[src/rtl/sd_otf_converter_if.sv]
// sd_otf_converter_if: digit-in / word-out handshake bundle for the on-the-fly converter
interface sd_otf_converter_if #(parameter int WIDTH = 32);
    logic             in_valid;
    logic             in_first;
    logic [1:0]       in_digit;
    logic             in_ready;
    logic             out_valid;
    logic             out_ready;
    logic [WIDTH:0]   out_q;
    logic             err_sync;
    modport master (
        output in_valid, in_first, in_digit, out_ready,
        input  in_ready, out_valid, out_q, err_sync
    );
    modport slave (
        input  in_valid, in_first, in_digit, out_ready,
        output in_ready, out_valid, out_q, err_sync
    );
endinterface

[src/rtl/sd_otf_converter.sv]
// sd_otf_converter: MSD-first radix-2 signed-digit stream to two's-complement word without a carry chain
module sd_otf_converter #(
    parameter int WIDTH = 32
) (
    input logic               clk,
    input logic               rst,
    sd_otf_converter_if.slave bus
);
    localparam int            CW   = WIDTH > 1 ? $clog2(WIDTH) : 1;
    localparam logic [CW-1:0] LAST = CW'(WIDTH - 1);
    logic [CW-1:0]  cnt, cnt_n;
    logic [WIDTH:0] q, qm, q_n, qm_n, nq, nqm, out_q, out_q_n;
    logic [WIDTH-1:0] src_q, src_qm;
    logic out_valid, out_valid_n, err_sync, err_n;
    logic accept, drop, framed, last, d_pos, d_neg;
    assign bus.in_ready  = !(out_valid && !bus.out_ready && cnt == LAST);
    assign bus.out_valid = out_valid;
    assign bus.out_q     = out_q;
    assign bus.err_sync  = err_sync;
    // Q/QM append selection, framing checks and next-state for the collect counter and output slot
    always_comb begin
        accept      = bus.in_valid && bus.in_ready;
        d_pos       = bus.in_digit == 2'b10;
        d_neg       = bus.in_digit == 2'b01;
        src_q       = bus.in_first ? '0 : q[WIDTH-1:0];
        src_qm      = bus.in_first ? '1 : qm[WIDTH-1:0];
        nq          = d_neg ? {src_qm, 1'b1} : {src_q, d_pos};
        nqm         = d_pos ? {src_q, 1'b0} : {src_qm, !d_neg};
        drop        = accept && !bus.in_first && cnt == '0;
        framed      = accept && !drop;
        last        = framed && (bus.in_first ? WIDTH == 1 : cnt == LAST);
        err_n       = drop || (accept && bus.in_first && cnt != '0);
        cnt_n       = !framed ? cnt : last ? '0 : bus.in_first ? CW'(1) : cnt + CW'(1);
        q_n         = !framed ? q : last ? '0 : nq;
        qm_n        = !framed ? qm : last ? '1 : nqm;
        out_q_n     = last ? nq : out_q;
        out_valid_n = last || (out_valid && !bus.out_ready);
    end
    // State registers; reset restores Q=0, QM=-1 and an empty output slot
    always_ff @(posedge clk or posedge rst) begin
        if (rst) begin
            cnt       <= '0;
            q         <= '0;
            qm        <= '1;
            out_q     <= '0;
            out_valid <= 1'b0;
            err_sync  <= 1'b0;
        end else begin
            cnt       <= cnt_n;
            q         <= q_n;
            qm        <= qm_n;
            out_q     <= out_q_n;
            out_valid <= out_valid_n;
            err_sync  <= err_n;
        end
    end
endmodule

[src/flat_wrapper.sv]
// flat-port wrapper written by rule: the top's interface ports become plain ports
module sd_otf_converter_flat 
#(
    parameter int WIDTH = 32
)
  (clk, rst, bus_in_valid, bus_in_first, bus_in_digit, bus_out_ready, bus_in_ready, bus_out_valid, bus_out_q, bus_err_sync);
  sd_otf_converter_if #(.WIDTH(WIDTH)) bus_i ();
  input logic clk;
  input logic rst;
  input wire logic [$bits(bus_i.in_valid)-1:0] bus_in_valid;
  input wire logic [$bits(bus_i.in_first)-1:0] bus_in_first;
  input wire logic [$bits(bus_i.in_digit)-1:0] bus_in_digit;
  input wire logic [$bits(bus_i.out_ready)-1:0] bus_out_ready;
  output wire logic [$bits(bus_i.in_ready)-1:0] bus_in_ready;
  output wire logic [$bits(bus_i.out_valid)-1:0] bus_out_valid;
  output wire logic [$bits(bus_i.out_q)-1:0] bus_out_q;
  output wire logic [$bits(bus_i.err_sync)-1:0] bus_err_sync;
  assign bus_i.in_valid = bus_in_valid;
  assign bus_i.in_first = bus_in_first;
  assign bus_i.in_digit = bus_in_digit;
  assign bus_i.out_ready = bus_out_ready;
  assign bus_in_ready = bus_i.in_ready;
  assign bus_out_valid = bus_i.out_valid;
  assign bus_out_q = bus_i.out_q;
  assign bus_err_sync = bus_i.err_sync;
  sd_otf_converter #(.WIDTH(WIDTH)) u_core (.clk(clk), .rst(rst), .bus(bus_i));
endmodule
[config.mk]
export PLATFORM = sky130hd
export DESIGN_NAME = sd_otf_converter_flat
export DESIGN_NICKNAME = d
export VERILOG_FILES = /design/src/rtl/sd_otf_converter_if.sv /design/src/rtl/sd_otf_converter.sv /design/src/flat_wrapper.sv
export SDC_FILE = /design/constraint.sdc
export NUM_CORES = 1
export LEC_CHECK = 0
export CORE_ASPECT_RATIO = 1.4
export CORE_MARGIN = 2
export CORE_UTILIZATION = 45
export CTS_CLUSTER_SIZE = 14
export DETAILED_ROUTE_END_ITERATION = 16
export GPL_TIMING_DRIVEN = 1
export PLACE_DENSITY = 0.77
export SYNTH_ARGS = -nofsm -noshare
export SYNTH_HDL_FRONTEND = slang
export SYNTH_SLANG_ARGS = --single-unit
[constraint.sdc]
create_clock -name clk -period 3.1 [get_ports clk]
set_input_delay 0.62 -clock clk [delete_from_list [all_inputs] [get_ports clk]]
set_output_delay 0.62 -clock clk [all_outputs]
set_load 0.02 [all_outputs]
==> qor.txt <==
CTS tree -> done
CTS Root Cell -> clkbuf_16
Wire per inst -> 16.2 um
Gates resized, CTS repair -> 0
Compound-Gate Fraction of Synth Area -> 0.172
Layout cell share with drive strength beyond 1 -> 0.215
R2R Setup Slk -> 450 ps
Gp weighted congestion -> 0.802
Achievable Freq -> 0.351 GHz
Synth cell types -> 39
Post-route insts no fill -> 714
Tmin final -> 2850 ps
Num ports -> 43
Number of port buffers -> 42
Peak supply drop -> 0.381 mV
Most frequent cells in the layout -> dfrtp_1, inv_1, mux2i_1, clkdlybuf4s50_1, mux2_2
Tcrit/Tclk final -> 0.918
ANT nets after route -> 0
Area delta synth->final -> 18.0%
Clk slew on worst S/H paths -> 70 ps
XOR/XNOR share of the synthesized area -> 0.00154
Commonest non-fill, non-tap cell in the layout -> dfrtp_1
Die Wd -> 98.9 um
H-tree levels -> 3
Postcts setup bufs -> 0
RSZ-0062 raised after global routing -> false
Clock latency on the worst-skew pair -> 350 ps
Drt pass-1 iters -> 4
Gr ovfl total -> 0
PD cells -> 662 nW/um^2
DRT iter0 DRCs -> 212
Row count -> 48
Die area -> 13500 um^2
Sequential area share after synthesis -> 0.466
Clock skew -> 6.64 ps
Post-synth ARST share -> 1.00
Number of diodes -> 0
Worst relative slew slack -> 0.410
Maxcap violations -> 0
Post-synthesis mux area share -> 0.188
Detailed-route wire length -> 11.6 mm
Ys Warns -> 0
Synth Register Bits -> 104
Vias in the first global route -> 4132
CTS Sinks -> 104
Die Ht -> 137 um
Adder-cell share of the synthesized area -> 0.0110
Leakage -> 2.99 nW
Area after DPL -> 6320 um^2
Initial core utilization -> 0.461
Slew Limit Fails -> 0
Number of buffers created by CTS -> 9
Crit. End Element -> output pin
Bufs on Longest Clock Path -> 2
Status -> completed
Post-Synthesis Cells -> 531
GR Util All Layers -> 0.183
Final TNS setup -> 0 ps
Post-synthesis simple-gate area fraction -> 0.0838
HP Class -> register to register
First-pass GRT wire length -> 20.0 mm
Final instance area -> 6700 um^2
Post-synth EDFFs -> 0
Worst slew pin tran -> 881 ps
Residual DRC -> 0
CP arrival -> 2230 ps
Final #Nets -> 571
Initial antenna violation count -> 0
Hold_buf cts -> 0
Synthesized area -> 5670 um^2
Kind of critical path -> register to output pin
Syn_area_per_cell -> 10.7 um^2
Startpoint types -> register
Largest net degree at the start of global routing -> 42
Dpl hpwl -> 7.61 mm
Hold Fails Final Rpt -> 0
Main combinational cell family by area after synthesis -> multiplexers
Vias per cell -> 5.48
Worst-path fanout max -> 6
CP Data Required Time -> 2480 ps
Placed cell count -> 698
Via count -> 3916
Top FF cell, synth -> dfrtp_1
Final setup vio count -> 0
CORE AREA -> 12300 um^2
Syn nets -> 543
==> stage by stage <==
stage,util,power (mW),worst slack (ps),hold WS (ps)
detailed placement,0.514,3.06,470,503
CTS,0.544,4.47,258,520
floorplan,-,2.79,994,493
global placement,0.514,3.00,513,493
finish,0.544,4.44,255,511
global route,0.544,4.66,169,542
==> cell families after synthesis <==
family          Yosys count
mux                     100
flops                   104
simple gates             79
xor+xnor                  1
compound gates          134
buf+inv                 108
fa+ha+maj                 5
==> final timing paths <==
kind,start,cells past startpoint,end
setup / recovery,u_core.cnt[0]$_DFFE_PP0P_,5,bus_in_ready
setup reg to reg,u_core.cnt[0]$_DFFE_PP0P_,8,u_core.q[7]$_DFFE_PP0P_
max in group asynchronous,rst,3,u_core.qm[24]$_DFFE_PP1P_
hold reg to reg,u_core.bus.out_q[7]$_DFFE_PP0P_,1,u_core.bus.out_q[7]$_DFFE_PP0P_
hold / removal,u_core.bus.out_q[7]$_DFFE_PP0P_,1,u_core.bus.out_q[7]$_DFFE_PP0P_
min in group asynchronous,rst,2,u_core.bus.out_q[25]$_DFFE_PP0P_
==> routing by layer <==
metal,vias up,share of wire,GRT usage
met5,-,0,0
met4,0,0.016,0.0685
met3,11,0.031,0.0317
met2,63,0.51,0.317
met1,1958,0.44,0.230
li1,1884,-,-
==> synthesized netlist by cell type (all sizes together) (2+ instances only) <==
| library cell | instances | share of area |
|---|---|---|
| dfrtp | 72 | 0.32 |
| inv | 64 | 0.042 |
| mux2i | 59 | 0.10 |
| mux2 | 41 | 0.084 |
| clkbuf | 32 | 0.021 |
| dfstp | 32 | 0.15 |
| o21ai | 32 | 0.028 |
| o21bai | 32 | 0.042 |
| nor3b | 31 | 0.041 |
| o21a | 31 | 0.041 |
| a2bb2oi | 30 | 0.046 |
| nor2 | 24 | 0.016 |
| buf | 12 | 0.014 |
| or2 | 8 | 0.0088 |
| ha | 5 | 0.011 |
| nand2b | 3 | 0.0033 |
| and3 | 2 | 0.0022 |
| nand2 | 2 | 0.0013 |
| nand3b | 2 | 0.0026 |
| o2bb2ai | 2 | 0.0031 |
==> cell type report <==
type | count | area, um^2
Fill cell | 1050 | 5620
Sequential cell | 104 | 2640
Multi-Input combinational cell | 319 | 2600
Timing Repair Buffer | 61 | 646
Inverter | 64 | 244
Clock buffer | 11 | 243
Tap cell | 150 | 188
Clock inverter | 5 | 129
==> state kept, by name, indices dropped and copies added, names as in the netlist <==
name                  count
u_core.bus.err_sync       1
u_core.bus.out_q         33
u_core.q                 32
u_core.qm                32
u_core.cnt                5
u_core.bus.out_valid      1
==> critical path, stage by stage (launching register included) <==
cell and delay [ps]:
dfrtp_1 430, ha_1 250, and3_1 190, ha_1 200, nand3b_1 160, clkdlybuf4s50_1 630
==> power breakdown <==
part           internal (mW)  total [mW]  switching [mW]
clock                  0.895        1.40           0.506
sequential              1.78        2.02           0.247
combinational          0.570        1.01           0.442
total                   3.24        4.44            1.19
(Power assumes the default switching activity.)
